### src/rtl/sb_route_sequencer_if.sv
// Command/handshake bundle between the route sequencer, its host loader and the turn stage.
// The sequencer uses the master view; the host/turn-stage side uses the slave view.
interface sb_route_sequencer_if #(
  parameter int AW = 4
);
  logic          load_en;
  logic [AW-1:0] load_addr;
  logic [2:0]    load_data;
  logic [AW:0]   route_len;
  logic          go;
  logic          abort;
  logic          done;
  logic [2:0]    turn;
  logic          start;
  logic [AW-1:0] step_idx;
  logic          busy;
  logic          finished;
  logic          fault;
  logic [1:0]    fault_code;

  modport master (
    input  load_en, load_addr, load_data, route_len, go, abort, done,
    output turn, start, step_idx, busy, finished, fault, fault_code
  );

  modport slave (
    output load_en, load_addr, load_data, route_len, go, abort, done,
    input  turn, start, step_idx, busy, finished, fault, fault_code
  );
endinterface

### src/rtl/sb_route_sequencer.sv
// Replays a stored route of turn codes to the turn stage, one step per stable done,
// with per-step timeout and invalid-code fault detection.
module sb_route_sequencer #(
  parameter int DEPTH       = 16,
  parameter int AW          = 4,
  parameter int DONE_STABLE = 8,
  parameter int TIMEOUT     = 50_000_000,
  parameter int SETTLE      = 1000
) (
  input logic                  clk_50,
  input logic                  rst,
  sb_route_sequencer_if.master bus
);
  localparam int SW = $clog2(DONE_STABLE + 1);
  localparam int TW = $clog2(TIMEOUT + 1);
  localparam int EW = $clog2(SETTLE + 1);
  localparam logic [SW-1:0] STABLE_LAST = SW'(DONE_STABLE - 1);
  localparam logic [TW-1:0] TMO_LAST    = TW'(TIMEOUT - 1);
  localparam logic [EW-1:0] SETTLE_LAST = EW'(SETTLE - 1);

  typedef enum logic [2:0] {
    ST_IDLE, ST_FETCH, ST_ISSUE, ST_WAIT, ST_SETTLE, ST_DONE, ST_FAULT
  } state_t;

  state_t        state_r, state_s;
  logic [2:0]    mem_r [DEPTH];
  logic [AW:0]   len_r, len_s;
  logic [AW-1:0] step_r, step_s;
  logic [AW:0]   step_inc_s;
  logic [SW-1:0] stab_r, stab_s;
  logic [TW-1:0] tmo_r, tmo_s;
  logic [EW-1:0] settle_r, settle_s;
  logic [2:0]    turn_r, turn_s;
  logic          start_r, start_s;
  logic [1:0]    fault_code_r, fault_code_s;
  logic [2:0]    fetch_code_s;
  logic          busy_r, finished_r, fault_r;

  function automatic logic code_valid(input logic [2:0] code);
    return (code <= 3'd4);
  endfunction

  // Route memory write port; contents deliberately survive reset.
  always_ff @(posedge clk_50) begin
    if (bus.load_en && (state_r == ST_IDLE)) begin
      mem_r[bus.load_addr] <= bus.load_data;
    end
  end

  // Next-state and next-output logic for the sequencer FSM.
  always_comb begin
    state_s      = state_r;
    len_s        = len_r;
    step_s       = step_r;
    stab_s       = stab_r;
    tmo_s        = tmo_r;
    settle_s     = settle_r;
    turn_s       = turn_r;
    start_s      = start_r;
    fault_code_s = fault_code_r;
    step_inc_s   = {1'b0, step_r} + {{AW{1'b0}}, 1'b1};
    fetch_code_s = mem_r[step_r];
    if (bus.abort) begin
      state_s      = ST_IDLE;
      step_s       = '0;
      stab_s       = '0;
      tmo_s        = '0;
      settle_s     = '0;
      turn_s       = 3'b000;
      start_s      = 1'b0;
      fault_code_s = 2'b00;
    end else begin
      case (state_r)
        ST_IDLE, ST_DONE: begin
          if (bus.go) begin
            len_s   = bus.route_len;
            step_s  = '0;
            turn_s  = 3'b000;
            start_s = 1'b0;
            if (bus.route_len == '0) begin
              state_s      = ST_FAULT;
              fault_code_s = 2'b11;
            end else begin
              state_s = ST_FETCH;
            end
          end else begin
            state_s = state_r;
          end
        end
        ST_FETCH: begin
          if (code_valid(fetch_code_s)) begin
            state_s = ST_ISSUE;
            turn_s  = fetch_code_s;
            start_s = 1'b1;
          end else begin
            state_s      = ST_FAULT;
            fault_code_s = 2'b10;
          end
        end
        ST_ISSUE: begin
          state_s = ST_WAIT;
          stab_s  = '0;
          tmo_s   = '0;
        end
        ST_WAIT: begin
          stab_s = bus.done ? (stab_r + SW'(1)) : '0;
          tmo_s  = tmo_r + TW'(1);
          // Stability is checked first so it wins a same-cycle race with the timeout.
          if (bus.done && (stab_r == STABLE_LAST)) begin
            state_s  = ST_SETTLE;
            settle_s = '0;
            turn_s   = 3'b000;
            start_s  = 1'b0;
          end else if (tmo_r == TMO_LAST) begin
            state_s      = ST_FAULT;
            fault_code_s = 2'b01;
            turn_s       = 3'b000;
            start_s      = 1'b0;
          end else begin
            state_s = ST_WAIT;
          end
        end
        ST_SETTLE: begin
          if (settle_r == SETTLE_LAST) begin
            settle_s = '0;
            step_s   = step_inc_s[AW-1:0];
            // Full-width compare so a DEPTH-long route finishes instead of wrapping.
            if (step_inc_s == len_r) begin
              state_s = ST_DONE;
            end else begin
              state_s = ST_FETCH;
            end
          end else begin
            settle_s = settle_r + EW'(1);
          end
        end
        ST_FAULT: begin
          state_s = ST_FAULT;
        end
        default: begin
          state_s = ST_IDLE;
          turn_s  = 3'b000;
          start_s = 1'b0;
        end
      endcase
    end
  end

  // State, counters and registered outputs.
  always_ff @(posedge clk_50 or posedge rst) begin
    if (rst) begin
      state_r      <= ST_IDLE;
      len_r        <= '0;
      step_r       <= '0;
      stab_r       <= '0;
      tmo_r        <= '0;
      settle_r     <= '0;
      turn_r       <= 3'b000;
      start_r      <= 1'b0;
      fault_code_r <= 2'b00;
      busy_r       <= 1'b0;
      finished_r   <= 1'b0;
      fault_r      <= 1'b0;
    end else begin
      state_r      <= state_s;
      len_r        <= len_s;
      step_r       <= step_s;
      stab_r       <= stab_s;
      tmo_r        <= tmo_s;
      settle_r     <= settle_s;
      turn_r       <= turn_s;
      start_r      <= start_s;
      fault_code_r <= fault_code_s;
      busy_r       <= (state_s == ST_FETCH) || (state_s == ST_ISSUE) ||
                      (state_s == ST_WAIT)  || (state_s == ST_SETTLE);
      finished_r   <= (state_s == ST_DONE);
      fault_r      <= (state_s == ST_FAULT);
    end
  end

  assign bus.turn       = turn_r;
  assign bus.start      = start_r;
  assign bus.step_idx   = step_r;
  assign bus.busy       = busy_r;
  assign bus.finished   = finished_r;
  assign bus.fault      = fault_r;
  assign bus.fault_code = fault_code_r;
endmodule
### src/flat_wrapper.sv
// flat-port wrapper written by rule: the top's interface ports become plain ports
module sb_route_sequencer_flat 
#(
  parameter int DEPTH       = 16,
  parameter int AW          = 4,
  parameter int DONE_STABLE = 8,
  parameter int TIMEOUT     = 50_000_000,
  parameter int SETTLE      = 1000
)
  (clk_50, rst, bus_load_en, bus_load_addr, bus_load_data, bus_route_len, bus_go, bus_abort, bus_done, bus_turn, bus_start, bus_step_idx, bus_busy, bus_finished, bus_fault, bus_fault_code);
  sb_route_sequencer_if #(.AW(AW)) bus_i ();
  input logic clk_50;
  input logic rst;
  input wire logic [$bits(bus_i.load_en)-1:0] bus_load_en;
  input wire logic [$bits(bus_i.load_addr)-1:0] bus_load_addr;
  input wire logic [$bits(bus_i.load_data)-1:0] bus_load_data;
  input wire logic [$bits(bus_i.route_len)-1:0] bus_route_len;
  input wire logic [$bits(bus_i.go)-1:0] bus_go;
  input wire logic [$bits(bus_i.abort)-1:0] bus_abort;
  input wire logic [$bits(bus_i.done)-1:0] bus_done;
  output wire logic [$bits(bus_i.turn)-1:0] bus_turn;
  output wire logic [$bits(bus_i.start)-1:0] bus_start;
  output wire logic [$bits(bus_i.step_idx)-1:0] bus_step_idx;
  output wire logic [$bits(bus_i.busy)-1:0] bus_busy;
  output wire logic [$bits(bus_i.finished)-1:0] bus_finished;
  output wire logic [$bits(bus_i.fault)-1:0] bus_fault;
  output wire logic [$bits(bus_i.fault_code)-1:0] bus_fault_code;
  assign bus_i.load_en = bus_load_en;
  assign bus_i.load_addr = bus_load_addr;
  assign bus_i.load_data = bus_load_data;
  assign bus_i.route_len = bus_route_len;
  assign bus_i.go = bus_go;
  assign bus_i.abort = bus_abort;
  assign bus_i.done = bus_done;
  assign bus_turn = bus_i.turn;
  assign bus_start = bus_i.start;
  assign bus_step_idx = bus_i.step_idx;
  assign bus_busy = bus_i.busy;
  assign bus_finished = bus_i.finished;
  assign bus_fault = bus_i.fault;
  assign bus_fault_code = bus_i.fault_code;
  sb_route_sequencer #(.DEPTH(DEPTH), .AW(AW), .DONE_STABLE(DONE_STABLE), .TIMEOUT(TIMEOUT), .SETTLE(SETTLE)) u_core (.clk_50(clk_50), .rst(rst), .bus(bus_i));
endmodule
### config.mk
export PLATFORM = sky130hd
export DESIGN_NAME = sb_route_sequencer_flat
export DESIGN_NICKNAME = d
export VERILOG_FILES = /design/src/rtl/sb_route_sequencer_if.sv /design/src/rtl/sb_route_sequencer.sv /design/src/flat_wrapper.sv
export SDC_FILE = /design/constraint.sdc
export NUM_CORES = 1
export LEC_CHECK = 0
export CAP_MARGIN = 5
export CELL_PAD_IN_SITES_DETAIL_PLACEMENT = 0
export CELL_PAD_IN_SITES_GLOBAL_PLACEMENT = 1
export CORE_MARGIN = 3
export CORE_UTILIZATION = 40
export CTS_BUF_LIST = sky130_fd_sc_hd__clkbuf_4
export DETAILED_ROUTE_END_ITERATION = 7
export PLACE_DENSITY = 0.73
export SLEW_MARGIN = 15
export SYNTH_ARGS = -nofsm -noshare
export SYNTH_HDL_FRONTEND = slang
export SYNTH_SLANG_ARGS = --single-unit
### constraint.sdc
create_clock -name clk_50 -period 3.78 [get_ports clk_50]
set_input_delay 0.378 -clock clk_50 [delete_from_list [all_inputs] [get_ports clk_50]]
set_output_delay 0.378 -clock clk_50 [all_outputs]
set_load 0.02 [all_outputs]
# == Word-level counts from Yosys, hierarchy flattened ==
# Memories as Yosys holds them, arrays and structs flattened.
# Index checks and enable logic that the tools add are counted.
# classes
eq_ne,26
mux,43
bitwise_logic,1
add_sub_neg,4
magnitude_cmp,1
n_reduce_logical,18
# ops
operator,n
$pmux 26 s2,1
$mux 3,13
$mux 10,3
$add 26x1->26 const B,1
$eq 26x26->1 const B,1
$mux 26,1
$mux 4,5
$pmux 10 s2,1
$eq 3x3->1 const B,6
$pmux 3 s6,1
$pmux 4 s2,2
$ne 3x2->1 const B,5
$eq 3x2->1 const B,4
$mux 2,6
$pmux 3 s4,1
$add 10x1->10 const B,1
$eq 10x10->1 const B,1
$ne 3x3->1 const B,3
$reduce_bool 3->1,3
$mux 1,7
$eq 3x1->1 const B,2
$pmux 2 s3,1
$reduce_and 3->1,2
$reduce_and 6->1,1
18 further kinds,21
# totals
output_inout_bits,13
elab_cells,106
ramBits,48
mem_count,1
regBits,61
inputBits,18
# mem_list
memory,depth,word_bits,rd,rd_clocked_by_memory_dff,write_ports,line_no,text
u_core.mem_r,16,3,1,0,1,sb_route_sequencer.sv:26,logic [2:0] mem_r [DEPTH];

# == Longest topological paths before layout ==
# Gate-level depths: netlist of the first run.
# depth
word_depth,10
ltp_mapped,8
depth_no_buf,7

# == Least setup slack after synthesis of the first run ==
# OpenSTA, ideal clock, no wires.
# synth_timing
kind,register to register
from,"register u_core.step_r[0], in the netlist u_core.bus.step_idx[0]"
to,"register u_core.turn_r[0], in the netlist u_core.bus.turn[0]"
setup_slack_ns,1.425
path_buffers,2
stages_incl_launch_ff,9
period_less_slack_ns,2.355
required_ns,3.714
setup_time_ns,0.066
arrival_time_ns,2.290
cell_sequence,dfrtp_1 buf_4 buf_6 mux4_2 nand2_1 nand3_1 o21ai_0 and2_1 a22o_1
# synth_via
elab_chain_len,4
word_cells_on_any_way,7
classes_between,order compare (1); eq/ne (1); mux (3); reduce/logical (1); memory (1)
# synth_rtl
element,line_no,text
from (decl),sb_route_sequencer.sv:28,"logic [AW-1:0] step_r, step_s;"
from (signal assigned),sb_route_sequencer.sv:167,step_r <= step_s;
$mem_v2 16x3 *,-,
$le 3x3->1 / $mux 3 (equally long branches),"sb_route_sequencer.sv:40, sb_route_sequencer.sv:91",
$ne 3x2->1 (no line) / $pmux 3 s4 (equally long branches),-,
$reduce_and 4->1 (no line) / $mux 3 (equally long branches),-,
to (signal assigned),sb_route_sequencer.sv:171,turn_r <= turn_s;
to (decl),sb_route_sequencer.sv:33,"logic [2:0] turn_r, turn_s;"
# Every way passes the cells marked *; elsewhere a longest branch is shown, timed or not. The select of a mux whose other input is x is not followed.
# A chain may end at the register's enable or synchronous reset.

# == Worst setup path in the final report of the first run ==
# layout_timing
from,"register u_core.step_r[0], in the netlist u_core.bus.step_idx[0]"
to,"register u_core.busy_r, in the netlist u_core.bus.busy"
# layout_via
elab_chain_len,10
word_cells_on_any_way,16
classes_between,add/sub (1); order compare (1); eq/ne (5); mux (5); reduce/logical (3); memory (1)
# layout_rtl
element,line_no,text
branches (longest 4 deep; another with $mem_v2 16x3),-,
$pmux 3 s6 *,sb_route_sequencer.sv:73,case (state_r)
$mux 3 *,sb_route_sequencer.sv:63,if (bus.abort) begin
net u_core.state_s[2],sb_route_sequencer.sv:25,"state_t state_r, state_s;"
$eq 3x1->1 / $eq 3x2->1 (equally long branches),sb_route_sequencer.sv:174,busy_r <= (state_s == ST_FETCH) || (state_s == ST_ISSUE) ||
$logic_or 1x1->1 (2 in a row),sb_route_sequencer.sv:174,
$logic_or 1x1->1 *,sb_route_sequencer.sv:175,(state_s == ST_WAIT) || (state_s == ST_SETTLE);
to (signal assigned),sb_route_sequencer.sv:174,
to (decl),sb_route_sequencer.sv:37,"logic busy_r, finished_r, fault_r;"
# Mark *: on every way through the listed nets, which the timed path passes.

==> results of run 1 <==
-- worst max-delay path, stage by stage, from the launching register on --
cell	delay [ns]
dfrtp_1	0.82
buf_4	0.28
ha_1	0.27
xor2_1	0.09
a32oi_1	0.22
a211oi_1	0.12
a2111oi_0	0.57
o22ai_1	0.23
xor2_1	0.20
-- flip-flops by register name, indices dropped and copies added (netlist names) --
name                   count
u_core.bus.fault_code      2
u_core.bus.finished        1
u_core.tmo_r              26
u_core.bus.busy            1
u_core.state_r             3
u_core.bus.turn            3
u_core.bus.start           1
u_core.stab_r              4
u_core.mem_r              48
u_core.bus.fault           1
u_core.bus.step_idx        4
u_core.len_r               5
u_core.settle_r           10
-- Yosys cell counts (all sizes together) (3+ instances only) --
cell / instances / area [um2]
a21oi: 13 / 65.06
a22o: 5 / 43.79
a22oi: 3 / 22.52
a31oi: 6 / 37.54
and3: 7 / 43.79
and4: 4 / 36.29
and4b: 3 / 31.28
buf: 7 / 42.54
clkbuf: 11 / 41.29
dfrtp: 61 / 1526
edfxtp: 48 / 1441
ha: 4 / 50.05
inv: 9 / 33.78
mux2: 6 / 67.56
mux4: 12 / 270.3
nand2: 41 / 153.9
nand2b: 10 / 62.56
nand3: 28 / 145.1
nand4: 12 / 75.07
nor2: 43 / 161.4
nor2b: 3 / 18.77
nor3: 12 / 60.06
o21ai: 59 / 299.0
o31ai: 8 / 60.06
or3: 6 / 37.54
or4: 5 / 45.04
xnor2: 9 / 78.83
xor2: 10 / 87.58
-- power groups by stage --
stage / combinational (W) / clock, W / sequential, W
6_report: 0.000490 / 0.000611 / 0.00140
5_1_grt: 0.000542 / 0.000682 / 0.00142
4_1_cts: 0.000497 / 0.000637 / 0.00140
3_5_place_dp: 0.000495 / 0 / 0.00143
3_3_place_gp: 0.000490 / 0 / 0.00143
2_1_floorplan: 0.000357 / 0 / 0.00140
-- cell usage in the layout, fill, tap and decap left out, types with 10 or more instances in the layout --
master / instances
nor3_1: 12
nand4_1: 12
dfrtp_1: 61
nand3_1: 27
mux4_2: 12
clkdlybuf4s50_1: 30
o21ai_0: 56
nand2_1: 41
a21oi_1: 13
nand2b_1: 10
xor2_1: 10
nor2_1: 43
edfxtp_1: 48
-- area by class of cell --
type | instances | area share [%]
flip-flops and latches | 109 | 50.52
multi-input cells | 335 | 37.00
repair buffers | 35 | 5.751
clock buffers | 9 | 1.150
clock inverters | 7 | 1.342
well taps | 172 | 3.663
inverters | 9 | 0.5751
-- per-stage QoR --
step | utilization [%] | setup WS [ns]
2_1_floorplan | - | 1.425
3_3_place_gp | 45.02 | 0.9604
3_5_place_dp | 45.02 | 0.8917
4_1_cts | 46.17 | 0.8361
5_1_grt | 46.17 | 0.5060
6_report | 46.17 | 0.8744
-- how the worst max path moves through the flow --
stage                               endpoint  slack [ns]  cells after the start
after floorplan           u_core.bus.turn[0]        1.42                      8
after global placement       u_core.bus.busy        0.96                      8
after detailed placement  u_core.bus.turn[0]        0.89                      6
after CTS                 u_core.bus.turn[1]        0.84                      6
after global routing         u_core.bus.busy        0.51                      8
final                        u_core.bus.busy        0.87                      8
-- routing by layer --
| layer | routed length, um | track usage [%] | vias up |
|---|---|---|---|
| li1 | - | - | 1830 |
| met1 | 5200 | 22.30 | 1788 |
| met2 | 5173 | 25.50 | 62 |
| met3 | 478 | 5.145 | 6 |
| met4 | 114 | 3.895 | 0 |
| met5 | 0 | 0 | - |
-- kinds of logic (layout without fill, tap and decap cells) --
family | after synthesis | after routing | share of synthesized area, %
simple gates | 184 | 184 | 18.01
compound gates | 110 | 110 | 12.78
flops | 109 | 109 | 56.44
buf+inv | 27 | 60 | 2.236
xor+xnor | 19 | 19 | 3.164
mux | 18 | 18 | 6.424
fa+ha+maj | 4 | 4 | 0.9517
==> summary.txt, run 1 <==
DRC - 0
Grt ovf - 0
Reg power frac - 56.0%
Crit Path Max Fanout - 12
Worst-path clk slew - 0.19 ns
Setup violations, final - 0
Row count - 41
Cell internal pwr - 0.001693 W
Fin area - 5874 um2
Synth cell types - 59
Antenna viol nets, final - 0
Buffers added on ports - 30
Synthesized area per cell - 11.17 um2
Rel. slew slack - 47.11%
Clock share of power - 24.4%
Fin. max-slew vios - 0
WL final - 10,970 um
CTS Buffer Depth - 2
Peak supply drop - 0.2999 mV
RSZ-0062 raised after global routing - false
Sequential area share after synthesis - 56.44%
IO Count - 31
Tot Pwr - 0.002502 W
Startpoint types - register
Post-cts gate resize count - 0
CP Launch Point - u_core.bus.step_idx[0]
Max Freq - 344.2 MHz
#FFs+latches synth - 109
Leakage - 2.149 nW
Initial DRT Pass Iterations - 4
DR WL/cell - 16.22 um
Setup crit end kind - register
First-pass GRT wire length - 18,640 um
R2R Path Start - u_core.bus.step_idx[0]
Average vias per placed instance - 5.453
Post-Syn Area - 5259 um2
Multi-input gate area - 2173 um2
Die area - 14,560 um2
Crit path DAT - 3.32 ns
Predominant post-synthesis flop cell - dfrtp_1
Min Tclk post-route - 2.906 ns
Reg-to-reg slack, setup - 0.87 ns
HPWL Detailed - 7744 um
Fraction of registers with async set/reset - 55.96%
Max Clock Skew - 0.02543 ns
Switching Share - 32.33%
Max-Cap Viols - 0
Die height - 120.7 um
Num CTS Buffers - 9
Overall routing resource usage - 16.31%
EDFF count, synth - 48
Comb power frac - 19.6%
CTS root buf - clkbuf_4
WP data required - 4.19 ns
Post-route insts no fill - 676
HP Class - in -> async
Vias - 3,686
CTS tree - yes
# placed instances - 660
Psw - 0.0008087 W
Clk Latency, worst-skew pair - 0.52 ns
N_diodes - 0
Routability cong. - 0.7795
FF-to-FF path depth - 8
Cell Pwr Density - 425.8 nW/um2
H-tree depth - 3
Gate Count Post-Synth - 471
Die Width - 120.7 um
Worst slew pin tran - 0.7922 ns
Status - completed
Initial antenna violation count - 0
Layout fillers - 1,222
FF+latch area - 2968 um2
Final period util - 76.87%
Vias in the first global route - 3,631
Placed cell areas - 5728 um2
Critical setup path kind - reg -> reg
Core area - 12,720 um2
DRT iter0 DRCs - 186
Hold Vio Cnt, Final - 0
Pin count of the biggest net entering global routing - 39
Hold WS - 0.3038 ns
Area growth from synthesis to layout - 11.71%
Setup total negative slack - 0 ns
Final #Nets - 521
Layout cell share with drive strength beyond 1 - 9.722%
R2r endpoint - u_core.bus.busy
Synth Warn # - 0
Synthesized net count - 493
Postcts setup bufs - 0
Clk sinks - 109
CTS Hold Bufs - 0
Initial Util - 41.34%
Power figures use the tool's default switching activity.
==> run 2, diff against run 1 <==
==> constraint.sdc (replaced) <==
create_clock -name clk_50 -period 3 [get_ports clk_50]
set_input_delay 0.3 -clock clk_50 [delete_from_list [all_inputs] [get_ports clk_50]]
set_output_delay 0.3 -clock clk_50 [all_outputs]
set_load 0.02 [all_outputs]
==> summary.txt, run 2 (synthesis gave the netlist of run 1 again) <==
Num CTS Buffers - 9
Postcts setup bufs - 0
CTS tree - yes
Buffers added on ports - 30
Critical setup path kind - reg -> reg
Setup violations, final - 0
Largest registers - u_core.mem_r x48, u_core.tmo_r x26, u_core.settle_r x10
Cell Chain, Critical Path - ha_1 -> nor4bb_1 -> and3_1 -> nor2_1 -> a2111oi_0 -> o22ai_1 -> xor2_1
Peak supply drop - 0.3484 mV
GRT met1 Usage - 21.85%
Switching Share - 32.38%
Clk sinks - 109
HPWL Detailed - 8004 um
Die Width - 120.7 um
CTS Hold Bufs - 0
Grt ovf - 0
Cell internal pwr - 0.002143 W
First-pass GRT wire length - 18,560 um
Initial Util - 41.34%
Rel. slew slack - 49.30%
Worst slew pin tran - 0.7605 ns
CTS Buffer Depth - 2
Status - completed
Die area - 14,560 um2
Slowest stage delay, CP - 0.64 ns
Final Core Density - 46.50%
Psw - 0.001026 W
GRT met2 Usage - 26.02%
CP top delay family - compound AO/OA/AOI/OAI gates
Setup crit end kind - register
IO Count - 31
Die height - 120.7 um
Routability cong. - 0.8586
WP data required - 3.42 ns
Max FFs per register - 48
Leakage - 2.172 nW
DRT iter0 DRCs - 309
Vias - 3,797
Crit path DAT - 3.01 ns
Cell Pwr Density - 535.7 nW/um2
Max Freq - 386.0 MHz
Reg with most FFs - u_core.mem_r
GRT busiest layer - met2
Overall routing resource usage - 16.27%
Core area - 12,720 um2
Initial DRT Pass Iterations - 7
Setup total negative slack - 0 ns
Placed cell areas - 5766 um2
Area growth from synthesis to layout - 12.49%
Post-cts gate resize count - 0
Most frequent cells in the layout - 61 x dfrtp_1, 56 x o21ai_0, 48 x edfxtp_1, 43 x nor2_1, 41 x nand2_1
Antenna viol nets, final - 0
Final #Nets - 526
Average vias per placed instance - 5.576
Initial antenna violation count - 0
DP Worst Slack - 0.4454 ns
Row count - 41
Pin count of the biggest net entering global routing - 24
CTS root buf - clkbuf_4
Final worst setup slack - 0.4094 ns
Most common cell after layout, fill and taps aside - dfrtp_1
FF+latch area - 2968 um2
Vias in the first global route - 3,629
Fin. max-slew vios - 0
Final period util - 86.35%
DR WL/cell - 16.50 um
HP Class - in -> async
Clk Latency, worst-skew pair - 0.51 ns
Layout cell share with drive strength beyond 1 - 10.61%
Max Clock Skew - 0.01954 ns
Clock share of power - 24.1%
Multi-input gate area - 2173 um2
Reg power frac - 55.0%
Fin area - 5916 um2
Met3 usage - 4.116%
H-tree depth - 3
Critical-path top delay cell - a2111oi_0
DRC - 0
Startpoint types - register
Tot Pwr - 0.003169 W
Layout fillers - 1,222
Max-Cap Viols - 0
Worst-path clk slew - 0.18 ns
WL final - 11,230 um
WP buf/inv - 0
Min Tclk post-route - 2.591 ns
RSZ-0062 raised after global routing - false
Crit Path Max Fanout - 4
N_diodes - 0
Hold Vio Cnt, Final - 0
Comb power frac - 20.9%
run 2: worst reg2reg max path, stage by stage, from the launching register on:
cell       delay (ns)
dfrtp_1          0.43
ha_1             0.21
nor4bb_1         0.46
and3_1           0.25
nor2_1           0.04
a2111oi_0        0.64
o22ai_1          0.26
xor2_1           0.21
run 2: worst paths after layout:
path                                     from          endpoint  slack [ns]  cells after the start
setup / recovery           u_core.settle_r[0]   u_core.bus.busy        0.41                      7
hold / removal                            rst  u_core.stab_r[0]         0.1                      2
min in group clk_50          bus_route_len[0]   u_core.len_r[0]        0.41                      2
max in group asynchronous                 rst  u_core.bus.fault        2.22                      3
hold reg to reg              u_core.tmo_r[25]  u_core.tmo_r[25]        0.52                      1
setup reg to reg           u_core.settle_r[0]   u_core.bus.busy        0.41                      7
run 2: through the flow:
| step | instances | hold WS [ns] |
|---|---|---|
| after CTS | 681 | 0.07807 |
| after global placement | 665 | 0.4803 |
| after floorplan | 471 | 0.3989 |
| after detailed placement | 665 | 0.4820 |
| after global routing | 681 | 0.1008 |
| final | 681 | 0.09518 |
run 2: final cells by class:
type	instances	share of cell area, %
multi-input cells	335	36.74
clock inverters	7	1.396
inverters	9	0.5711
repair buffers	40	6.345
flip-flops and latches	109	50.17
well taps	172	3.638
clock buffers	9	1.142
run 2: power groups by stage:
stage	clock [W]	combinational [W]	sequential [W]
floorplan	0	0.000450	0.00176
global placement	0	0.000659	0.00177
detailed placement	0	0.000664	0.00177
CTS	0.000796	0.000666	0.00174
global route	0.000862	0.000731	0.00176
finish	0.000762	0.000662	0.00174
run 2: metal layers:
| metal | part of all wire (%) | up-vias |
|---|---|---|
| met2 | 48 | 73 |
| met4 | 1.5 | 0 |
| met3 | 3.9 | 15 |
| met1 | 46 | 1870 |
| li1 | - | 1839 |
| met5 | 0 | - |
